--- src/rtl/window_mac_engine.sv ---
// Sequential 3x3 window dot-product engine: sweeps the window/kernel register read ports,
// multiply-accumulates through a one-stage product register, and hands the sum downstream on valid/ready.
module window_mac_engine #(
    parameter int WINDOW_ELEMNT_SIZE = 8,
    parameter int WINDOW_REG_SIZE    = 9,
    parameter int ADDR_SIZE          = 4,
    parameter int ACC_WIDTH          = 20
) (
    input  logic                          i_clk,
    input  logic                          i_rst_n,
    input  logic                          i_start,
    output logic                          o_busy,
    output logic [ADDR_SIZE-1:0]          o_win_rd_addr,
    input  logic [WINDOW_ELEMNT_SIZE-1:0] i_win_rd_data,
    output logic [ADDR_SIZE-1:0]          o_ker_rd_addr,
    input  logic [WINDOW_ELEMNT_SIZE-1:0] i_ker_rd_data,
    output logic [ACC_WIDTH-1:0]          o_result,
    output logic                          o_valid,
    input  logic                          i_ready
);

    localparam int PROD_WIDTH = 2 * WINDOW_ELEMNT_SIZE;
    localparam logic [ADDR_SIZE-1:0] LAST_IDX = ADDR_SIZE'(WINDOW_REG_SIZE - 1);

    typedef enum logic [1:0] {
        ST_IDLE,
        ST_RUN,
        ST_DRAIN,
        ST_DONE
    } state_t;

    state_t                 state_q, state_d;
    logic [ADDR_SIZE-1:0]   cnt_q, cnt_d;
    logic [PROD_WIDTH-1:0]  prod_q, prod_d;
    logic                   prod_vld_q, prod_vld_d;
    logic [ACC_WIDTH-1:0]   acc_q, acc_d;
    logic [ACC_WIDTH-1:0]   result_q, result_d;
    logic [ADDR_SIZE-1:0]   rd_addr;
    logic [ACC_WIDTH-1:0]   prod_ext;

    assign prod_ext = ACC_WIDTH'(prod_q);

    always_comb begin
        state_d    = state_q;
        cnt_d      = cnt_q;
        prod_d     = prod_q;
        prod_vld_d = 1'b0;
        acc_d      = acc_q;
        result_d   = result_q;
        rd_addr    = '0;

        // The accumulator trails the product register by one cycle, so it keeps
        // adding through the DRAIN cycle while the FSM has already left RUN.
        if (prod_vld_q) begin
            acc_d = acc_q + prod_ext;
        end

        case (state_q)
            ST_IDLE: begin
                if (i_start) begin
                    state_d = ST_RUN;
                    cnt_d   = '0;
                    acc_d   = '0;
                end
            end
            ST_RUN: begin
                rd_addr    = cnt_q;
                prod_d     = PROD_WIDTH'(i_win_rd_data) * PROD_WIDTH'(i_ker_rd_data);
                prod_vld_d = 1'b1;
                if (cnt_q == LAST_IDX) begin
                    state_d = ST_DRAIN;
                    cnt_d   = '0;
                end else begin
                    cnt_d = cnt_q + 1'b1;
                end
            end
            ST_DRAIN: begin
                result_d = acc_q + prod_ext;
                state_d  = ST_DONE;
            end
            ST_DONE: begin
                // Start is only honoured together with the handshake; otherwise the result is held.
                if (i_ready) begin
                    if (i_start) begin
                        state_d = ST_RUN;
                        cnt_d   = '0;
                        acc_d   = '0;
                    end else begin
                        state_d = ST_IDLE;
                    end
                end
            end
            default: begin
                state_d = ST_IDLE;
            end
        endcase
    end

    always_ff @(posedge i_clk or negedge i_rst_n) begin
        if (!i_rst_n) begin
            state_q    <= ST_IDLE;
            cnt_q      <= '0;
            prod_q     <= '0;
            prod_vld_q <= 1'b0;
            acc_q      <= '0;
            result_q   <= '0;
        end else begin
            state_q    <= state_d;
            cnt_q      <= cnt_d;
            prod_q     <= prod_d;
            prod_vld_q <= prod_vld_d;
            acc_q      <= acc_d;
            result_q   <= result_d;
        end
    end

    assign o_busy        = (state_q != ST_IDLE);
    assign o_valid       = (state_q == ST_DONE);
    assign o_win_rd_addr = rd_addr;
    assign o_ker_rd_addr = rd_addr;
    assign o_result      = result_q;

endmodule

--- config.mk ---
export PLATFORM = sky130hd
export DESIGN_NAME = window_mac_engine
export DESIGN_NICKNAME = d
export VERILOG_FILES = /design/src/rtl/window_mac_engine.sv
export SDC_FILE = /design/constraint.sdc
export NUM_CORES = 1
export LEC_CHECK = 0
export CELL_PAD_IN_SITES_DETAIL_PLACEMENT = 0
export CELL_PAD_IN_SITES_GLOBAL_PLACEMENT = 1
export CORE_UTILIZATION = 49
export CTS_CLUSTER_SIZE = 28
export DETAILED_ROUTE_END_ITERATION = 7
export PLACE_DENSITY_LB_ADDON = 0.1
export RECOVER_POWER = 25
export SYNTH_ARGS = -nofsm -noshare
export SYNTH_HDL_FRONTEND = slang
export SYNTH_SLANG_ARGS = --single-unit
--- constraint.sdc ---
create_clock -name i_clk -period 3.95 [get_ports i_clk]
set_input_delay 0.5925 -clock i_clk [delete_from_list [all_inputs] [get_ports i_clk]]
set_output_delay 0.5925 -clock i_clk [all_outputs]
set_load 0.03 [all_outputs]
Yosys cells after proc, flatten, opt, wreduce, memory -nomap -nowiden:

Cells that the tools add are included.

* flip-flop bits (word level): 63
* input bits: 20
* output and inout port bits: 30
* logic and storage cells: 36

* add/sub/neg operators: 2
* multipliers: 1
* eq/ne operators: 7
* muxes and demuxes: 15
* reduce and logical (&&, ||, !) cells: 5

Operators by type and width (number)
* $mux W20: 3
* $pmux W20 S2: 1
* $add A20 B16 Y20: 1
* $mul A8 B8 Y16: 1
* $mux W4: 4
* $pmux W4 S3: 1
* $pmux W2 S4: 1
* $mux W2: 3
* $add A4 B1 Y4 const B: 1
* $eq A2 B2 Y1 const B: 2
* $eq A4 B4 Y1 const B: 1
* $ne A2 B2 Y1 const B: 2
* $reduce_and A3 Y1: 1
* $reduce_bool A3 Y1: 1
* $eq A2 B1 Y1 const B: 1
* $logic_not A2 Y1: 1
* $mux W1: 2
* $ne A2 B1 Y1 const B: 1
* $reduce_and A2 Y1: 1
* $reduce_bool A2 Y1: 1

Depth between registers and ports, before layout:

Gate-level depths: netlist of run 1.

* word-level depth: 5
* gate-level depth with buffers: 16
* gate-level depth less buffers: 16

Least setup slack after synthesis of run 1:

No wires, ideal clock.

* path kind: input to register
* start: input i_ker_rd_data[7]
* end: register prod_q[12]
* setup time: 0.125 ns
* arrival time: 4.229 ns
* data required time: 3.825 ns
* slack: -0.403 ns
* stages on the path: 14
* path buffers: 0
* cell sequence: nand2_1 -> fa_1 -> fa_1 -> inv_1 -> fa_1 -> inv_1 -> fa_1 -> inv_1 -> ha_1 -> o21a_1 -> a211oi_1 -> o31ai_1 -> xor2_1 -> mux2_2

* cells in the longest elaborated chain, start to end: 1

RTL lines
* start: declaration: RTL line 16 `input logic [WINDOW_ELEMNT_SIZE-1:0] i_ker_rd_data,`
* $mul A8 B8 Y16: RTL line 68 `prod_d = PROD_WIDTH'(i_win_rd_data) * PROD_WIDTH'(i_ker_rd_data);`
* end signal: assignment: RTL line 110 `prod_q <= prod_d;`
* end: declaration: RTL line 34 `logic [PROD_WIDTH-1:0] prod_q, prod_d;`

No other way between the ends.
A chain may end at the register's enable or synchronous reset.

Worst setup path in the final report of run 1:

* start: input i_win_rd_data[6]
* end: register prod_q[15]

* cells in the longest elaborated chain, start to end: 1

RTL lines
* start: declaration: RTL line 14 `input logic [WINDOW_ELEMNT_SIZE-1:0] i_win_rd_data,`
* $mul A8 B8 Y16: RTL line 68

No other way between the ends.

==> key figures, run 1 <==
Outcome
  – Status: complete, but fails checks
  – Failing checks: capacitance limit, slew limit

Clocking
  – Root Buffer: clkbuf_16
  – Worst-path clk slew: 50 ps
  – Clock sinks: 63
  – Htree depth: 3
  – Worst-skew pair later-pin latency: 330 ps
  – Num CTS Buffers: 9
  – CTS tree: done
  – Clock Tree Buf Depth: 2
  – # hold bufs at CTS: 0

GRT
  – Initial antenna violation count: 0
  – First-pass GRT wire length: 23300 µm
  – Gr ovfl total: 0
  – Largest net degree at the start of global routing: 47
  – Gr usage total: 0.232
  – Vias in the first global route: 4935

Yosys
  – XOR/XNOR share of the synthesized area: 0.0303
  – Distinct cells, synth: 57
  – Synthesized area: 5790 µm²
  – Synthesized flop and latch total: 63
  – Post-synth EDFFs: 0
  – Adder-cell share of the synthesized area: 0.256
  – Asr flop ratio synth: 1.00
  – Average size of a mapped cell: 9.14 µm²
  – Yosys Warn Count: 0
  – Largest family of logic cells by synthesized area: adder cells
  – Top_reg_cell synth: dfrtp_1
  – Synth Area in Compound Gates: 0.133
  – Synth top area cells: dfrtp_1, fa_1, ha_1, and2_1, inv_1
  – Cells after Synth: 633
  – Post-Synth Simple-Gate Area: 0.183
  – Area leader, netlist: dfrtp_1
  – Sequential-to-total area share from yosys stat: 0.272
  – Net Count, Synth: 749
  – Mux cell area share after synthesis: 0.0601
  – Top cell type's share of synthesized area: 0.272

Die
  – # IOs: 50
  – Die area: 12200 µm²
  – Initial core utilization: 0.505
  – Die H: 111 µm
  – Row count: 39
  – Core ar.: 11500 µm²
  – Chip width: 111 µm

Cells and area
  – Antenna diode count: 0
  – Design area: 7370 µm²
  – NumNets Final: 839
  – # fillers: 984
  – Storage cell area: 1580 µm²
  – Share of cells above drive strength 1: 0.226
  – P&R area growth vs syn: 27.3%
  – Multi-input gate area: 4150 µm²

Setup path
  – R2R cell count: 9
  – CP Data Arrival Time: 4130 ps
  – Crit-path max FO: 5
  – Required @ worst endpoint: 4180 ps
  – Register-to-register setup slack: 1450 ps
  – R2r startpoint: prod_q[0]
  – Startpoint type of the worst setup path: input pin
  – R2R Path End: o_result[12]
  – Critical path class: input pin to flop
  – Crit. End Element: flop

Route
  – Post-DR vias/cell: 5.44
  – DR pass1 iterations: 4
  – Residual DRC: 0
  – Antenna violation net count after detailed routing: 0
  – Via Count: 4733
  – Drt wl/cell: 15.0 µm
  – DR iter-0 viols: 205
  – Total Routed Length: 13000 µm

Pwr
  – P_sw: 2.58 mW
  – Sw Share: 0.452
  – Pleak: 3.53 nW
  – Overall power: 5.72 mW
  – Peak VDD IR: 0.475 mV
  – Internal: 3.13 mW
  – Pwr/cell area: 776 nW/µm²
  – Reg power frac: 0.192
  – Clk pwr share: 0.126
  – Gate power share: 0.682

STA
  – Minimum clock period: 3900 ps
  – Worst Slack Setup Final: 50.2 ps
  – Final hold viol count: 0
  – # setup viols final: 0
  – Worst Tran Pin Value: 2400 ps
  – Fin. max-slew vios: 47
  – Worst rel slew slack: -0.597
  – Setup TNS Final: 0 ps
  – Clk_skew: 6.47 ps
  – Unrepaired setup endpoints after global routing: true
  – Fin crit share: 0.987
  – Fmax: 256 MHz

Hold path
  – WHS Endpoint: o_result[15]
  – Hold Path Class: flop to flop
  – Worst Hold Depth: 2
  – Hold path startpoint: o_result[15]

Placed design
  – Dpl ws: -854 ps
  – DP Area: 6810 µm²
  – Detailed placement HPWL: 10100 µm
  – Port bufs: 49
  – Final Wtd Congestion: 0.819

Run
  – Max-cap violations: 1
-- cell usage after synthesis, types with 9 or more instances --
| library cell | n |
|---|---|
| a211oi_1 | 9 |
| a21oi_1 | 26 |
| and2_1 | 52 |
| clkbuf_1 | 16 |
| dfrtp_1 | 63 |
| fa_1 | 37 |
| ha_1 | 59 |
| inv_1 | 69 |
| mux2_2 | 22 |
| mux2i_1 | 10 |
| nand2_1 | 55 |
| nand3_1 | 17 |
| nor2_1 | 36 |
| nor3_1 | 11 |
| o21ai_0 | 40 |
| xnor2_1 | 13 |
-- sequential cells by signal (all words and copies together) (netlist names) --
register	cells
acc_q	20
state_q	2
prod_q	16
prod_vld_q	1
cnt_q	4
o_result	20
-- per-stage QoR --
| step | cells | util | hold WS (ps) |
|---|---|---|---|
| final | 870 | 0.642 | 490 |
| after global routing | 870 | 0.642 | 523 |
| after CTS | 865 | 0.624 | 473 |
| after detailed placement | 846 | 0.594 | 481 |
| after global placement | 846 | 0.594 | 467 |
| after floorplan | 633 | - | 297 |
-- final cells by class --
class	instances	share of cell area
clock inverter	4	0.00306
sequential	63	0.214
inverter	70	0.0357
tap	143	0.0243
multi-input combinational	475	0.564
clock buffer	11	0.0329
timing repair buffer	104	0.126
-- cell families after synthesis --
family | after synthesis
AOI/OAI and AO/OA | 119
buffers and inverters | 95
DFF | 63
adders and majority gates | 96
muxes | 32
xor gates and xnor gates | 20
and+or+nand+nor | 208
-- power groups by stage --
stage	sequential [mW]	combinational [mW]	clock (mW)
after global routing	1.13	4.32	0.764
after detailed placement	1.11	3.53	0
after global placement	1.10	3.47	0
after floorplan	1.24	2.35	0
final	1.10	3.90	0.719
after CTS	1.10	3.69	0.733
-- cell usage in the layout, fill, tap and decap left out, drive strengths merged, types with 32 or more instances in the layout --
cell type	netlist	final
and2	52	52
buf	9	68
clkdlybuf4s50	0	32
dfrtp	63	63
fa	37	37
ha	59	59
inv	69	69
nand2	55	55
nor2	36	36
o21ai	41	41
-- how the worst max path moves through the flow --
stage                     start         end  slack (ps)
6_report       i_win_rd_data[6]  prod_q[15]          50
5_1_grt        i_win_rd_data[1]  prod_q[15]        -120
4_1_cts        i_win_rd_data[4]  prod_q[15]         -40
3_3_place_gp   i_win_rd_data[5]  prod_q[13]        -790
3_5_place_dp   i_win_rd_data[5]  prod_q[15]        -850
2_1_floorplan  i_win_rd_data[3]  prod_q[12]         -70
-- layer usage --
metal,vias up,wire length [µm],global-route usage,share of wire
li1,2340,-,-,-
met3,16,365,0.0344,0.028
met4,0,162,0.0649,0.012
met2,70,6550,0.406,0.50
met1,2307,5940,0.299,0.46
met5,-,0,0,0
-- repair_timing --
item,in CTS,in global routing
endpoints found under the setup margin,9,7
gates resized for setup,91,43
setup buffers,4,5
pin swaps,24,33
-- worst max-delay path, stage by stage --
cell and delay [ps]:
buf_8 100, and2_4 150, fa_1 510, fa_1 510
fa_1 490, inv_1 50, fa_1 490, inv_2 50
ha_4 230, and3_4 150, a21oi_4 140, a21oi_4 90
nor4_4 280, nor4_1 90, a311oi_1 210
(Power assumes the default switching activity.)
==> inputs of run 2 (changes only) <==
--- a/config.mk
+++ b/config.mk
@@ -8,7 +8,7 @@
 export CELL_PAD_IN_SITES_DETAIL_PLACEMENT = 0
 export CELL_PAD_IN_SITES_GLOBAL_PLACEMENT = 1
 export CORE_UTILIZATION = 49
-export CTS_CLUSTER_SIZE = 28
+export CTS_CLUSTER_SIZE = 10
 export DETAILED_ROUTE_END_ITERATION = 7
 export PLACE_DENSITY_LB_ADDON = 0.1
 export RECOVER_POWER = 25
==> results of run 2 <==
Final layout, timing and power as in run 1 (identical DEF).
==> inputs of run 3 (changes only) <==
--- a/config.mk
+++ b/config.mk
@@ -7,6 +7,7 @@
 export LEC_CHECK = 0
 export CELL_PAD_IN_SITES_DETAIL_PLACEMENT = 0
 export CELL_PAD_IN_SITES_GLOBAL_PLACEMENT = 1
+export CORE_ASPECT_RATIO = 2
 export CORE_UTILIZATION = 49
 export CTS_CLUSTER_SIZE = 10
 export DETAILED_ROUTE_END_ITERATION = 7
==> run 3 against run 2 <==
  * Combinational power decreased by 5.6%
  * Clock skew up 1.3 ps
  * Sequential share of layout area is 0.35 points higher
  * Die area is 0.22% higher
  * Design area down 1.6%
  * Cell count is 0.69% lower
  * Count of clock-buffer cells in the layout decreased by 1
  * Register-to-register slack about the same
  * The run ends with capacitance limit, slew limit, setup timing left
  * Core utilization shrank 0.79 points
==> key figures, run 3 (synthesized netlist as in run 1, its figures left out) <==
Outcome
  – Status: complete, but fails checks
  – Failing checks: capacitance limit, slew limit, setup timing

Route
  – Post-DR vias/cell: 5.44 (about the same)
  – Residual DRC: 0 (unchanged)
  – DR iter-0 viols: 170 (-17%)
  – Via Count: 4697 (-0.76%)
  – Drt wl/cell: 15.4 µm (+2.6%)
  – Total Routed Length: 13300 µm (+1.9%)
  – DR pass1 iterations: 4 (unchanged)
  – Antenna violation net count after detailed routing: 0 (unchanged)

STA
  – Minimum hold slack: 486 ps (-3.65 ps)
  – # setup viols final: 2 (+2)
  – Minimum clock period: 3990 ps (+91.3 ps)
  – Worst Tran Pin Value: 2030 ps (-363 ps)
  – Clk_skew: 7.80 ps (+1.33 ps)
  – Fin crit share: 1.01 (+0.0231)
  – Worst rel slew slack: -0.355 (+0.242)
  – Fmax: 251 MHz (-2.3%)
  – Final hold viol count: 0 (unchanged)
  – Fin. max-slew vios: 40 (-15%)
  – Worst Slack Setup Final: -41.1 ps (-91.3 ps)
  – Setup TNS Final: -64.1 ps (-64.1 ps)
  – Unrepaired setup endpoints after global routing: true

Clocking
  – Htree depth: 3 (unchanged)
  – Num CTS Buffers: 9 (unchanged)
  – Worst-skew pair later-pin latency: 330 ps (about the same)
  – Clock Tree Buf Depth: 2 (unchanged)
  – Root Buffer: clkbuf_16
  – CTS tree: done
  – Clock sinks: 63 (unchanged)
  – Worst-path clk slew: 60 ps (about the same)

Hold path
  – Hold Path Class: flop to flop
  – WHS Endpoint: o_result[15]
  – Worst Hold Depth: 2 (unchanged)
  – Hold path startpoint: o_result[15]

Setup path
  – R2r startpoint: prod_q[0]
  – CP Data Arrival Time: 4180 ps (+50 ps)
  – Family with the most delay on the worst path: adder cells
  – Register-to-register setup slack: 1440 ps (about the same)
  – CP dominant cell by count: fa_1
  – Critical path cell sequence: buf_12 -> and2_4 -> fa_1 -> fa_1 -> fa_1 -> inv_2 -> fa_1 -> inv_2 -> ha_4 -> buf_6 -> nand4_1 -> a21oi_4 -> nor4_4 -> nor4_2 -> a311oi_2
  – R2R Path End: o_result[12]
  – R2R cell count: 9 (unchanged)
  – Buffers & Inverters on Critical Path: 4 (+1)
  – Max stage delay on crit path: 530 ps (+20 ps)
  – Required @ worst endpoint: 4140 ps (-40 ps)
  – Worst path slowest cell: fa_1
  – Critical path class: input pin to flop
  – Crit-path max FO: 6 (+1)
  – Crit. End Element: flop
  – Startpoint type of the worst setup path: input pin

Die
  – Chip width: 78.8 µm (-29%)
  – # IOs: 50 (unchanged)
  – Die H: 156 µm (+41%)
  – Core ar.: 11400 µm² (-0.38%)
  – Row count: 55 (+41%)
  – Die area: 12300 µm² (+0.22%)
  – Initial core utilization: 0.506 (+0.00193)

GRT
  – Gr ovfl total: 0 (unchanged)
  – Largest net degree at the start of global routing: 40 (-15%)
  – Initial antenna violation count: 0 (unchanged)
  – First-pass GRT wire length: 22800 µm (-2.1%)
  – Gr usage total: 0.239 (+0.00628)
  – Vias in the first global route: 5016 (+1.6%)

Placed design
  – Port bufs: 49 (unchanged)
  – Detailed placement HPWL: 10900 µm (+8.0%)
  – DP Area: 6810 µm² (about the same)
  – Final Wtd Congestion: 0.867 (+5.8%)
  – Dpl ws: -882 ps (-27.3 ps)
  – Placed Cells: 845 (-0.12%)

Cells and area
  – Final core occ: 0.635 (-0.00794)
  – Commonest non-fill, non-tap cell in the layout: inv_1
  – Most frequent cells in the layout: inv_1, dfrtp_1, buf_4
  – Final std cells w/o fill: 864 (-0.69%)
  – NumNets Final: 833 (-0.72%)
  – Antenna diode count: 0 (unchanged)
  – Share of cells above drive strength 1: 0.206 (-0.0192)
  – Design area: 7250 µm² (-1.6%)
  – P&R area growth vs syn: 25.3%

Pwr
  – Peak VDD IR: 0.458 mV (-3.6%)
  – Pleak: 3.48 nW (-1.5%)
  – Pwr/cell area: 770 nW/µm² (-0.76%)
  – Overall power: 5.58 mW (-2.4%)

Run
  – Max-cap violations: 1 (unchanged)
-- run 3: layout make-up --
| class | count | area, µm² |
|---|---|---|
| Inverter | 70 | 263 |
| Fill cell | 1001 | 4180 |
| Timing Repair Buffer | 98 | 845 |
| Tap cell | 142 | 178 |
| Clock buffer | 10 | 239 |
| Multi-Input combinational cell | 475 | 4080 |
| Clock inverter | 6 | 70.1 |
| Sequential cell | 63 | 1580 |
-- run 3: worst min-delay path, delay by kind of cell, from the launching register on --
family	cells	cell delay [ps]
AOI/OAI and AO/OA	1	50
and+or+nand+nor	1	50
DFF	1	340
-- run 3: layer usage --
layer  vias to the layer above  track usage  part of all wire
li1                       2321            -                 -
met3                        31       0.0310             0.020
met2                        73        0.485              0.60
met4                         0        0.100             0.033
met5                         -            0                 0
met1                      2272        0.230              0.35
-- run 3: repair_timing --
| item | CTS | global route |
|---|---|---|
| hold buffers | 0 | 0 |
| gates cloned | 0 | 0 |
| pin swaps | 12 | 16 |
| buffers inserted | 1 | 2 |
| setup endpoints to repair | 9 | 7 |
| gates resized for setup | 77 | 32 |
-- run 3: power by group --
part,switching (mW),internal (mW)
combinational,2.03,1.65
clock,0.300,0.507
sequential,0.167,0.922
-- run 3: how the worst max path moves through the flow --
stage,startpoint,to,slack (ps),cells past startpoint
after floorplan,i_win_rd_data[3],prod_q[12],-70,14
after global placement,i_win_rd_data[4],prod_q[15],-840,14
after detailed placement,i_win_rd_data[4],prod_q[15],-880,15
after CTS,i_ker_rd_data[6],prod_q[15],-10,15
after global routing,i_ker_rd_data[5],prod_q[15],-170,15
final,i_win_rd_data[5],prod_q[15],-40,15
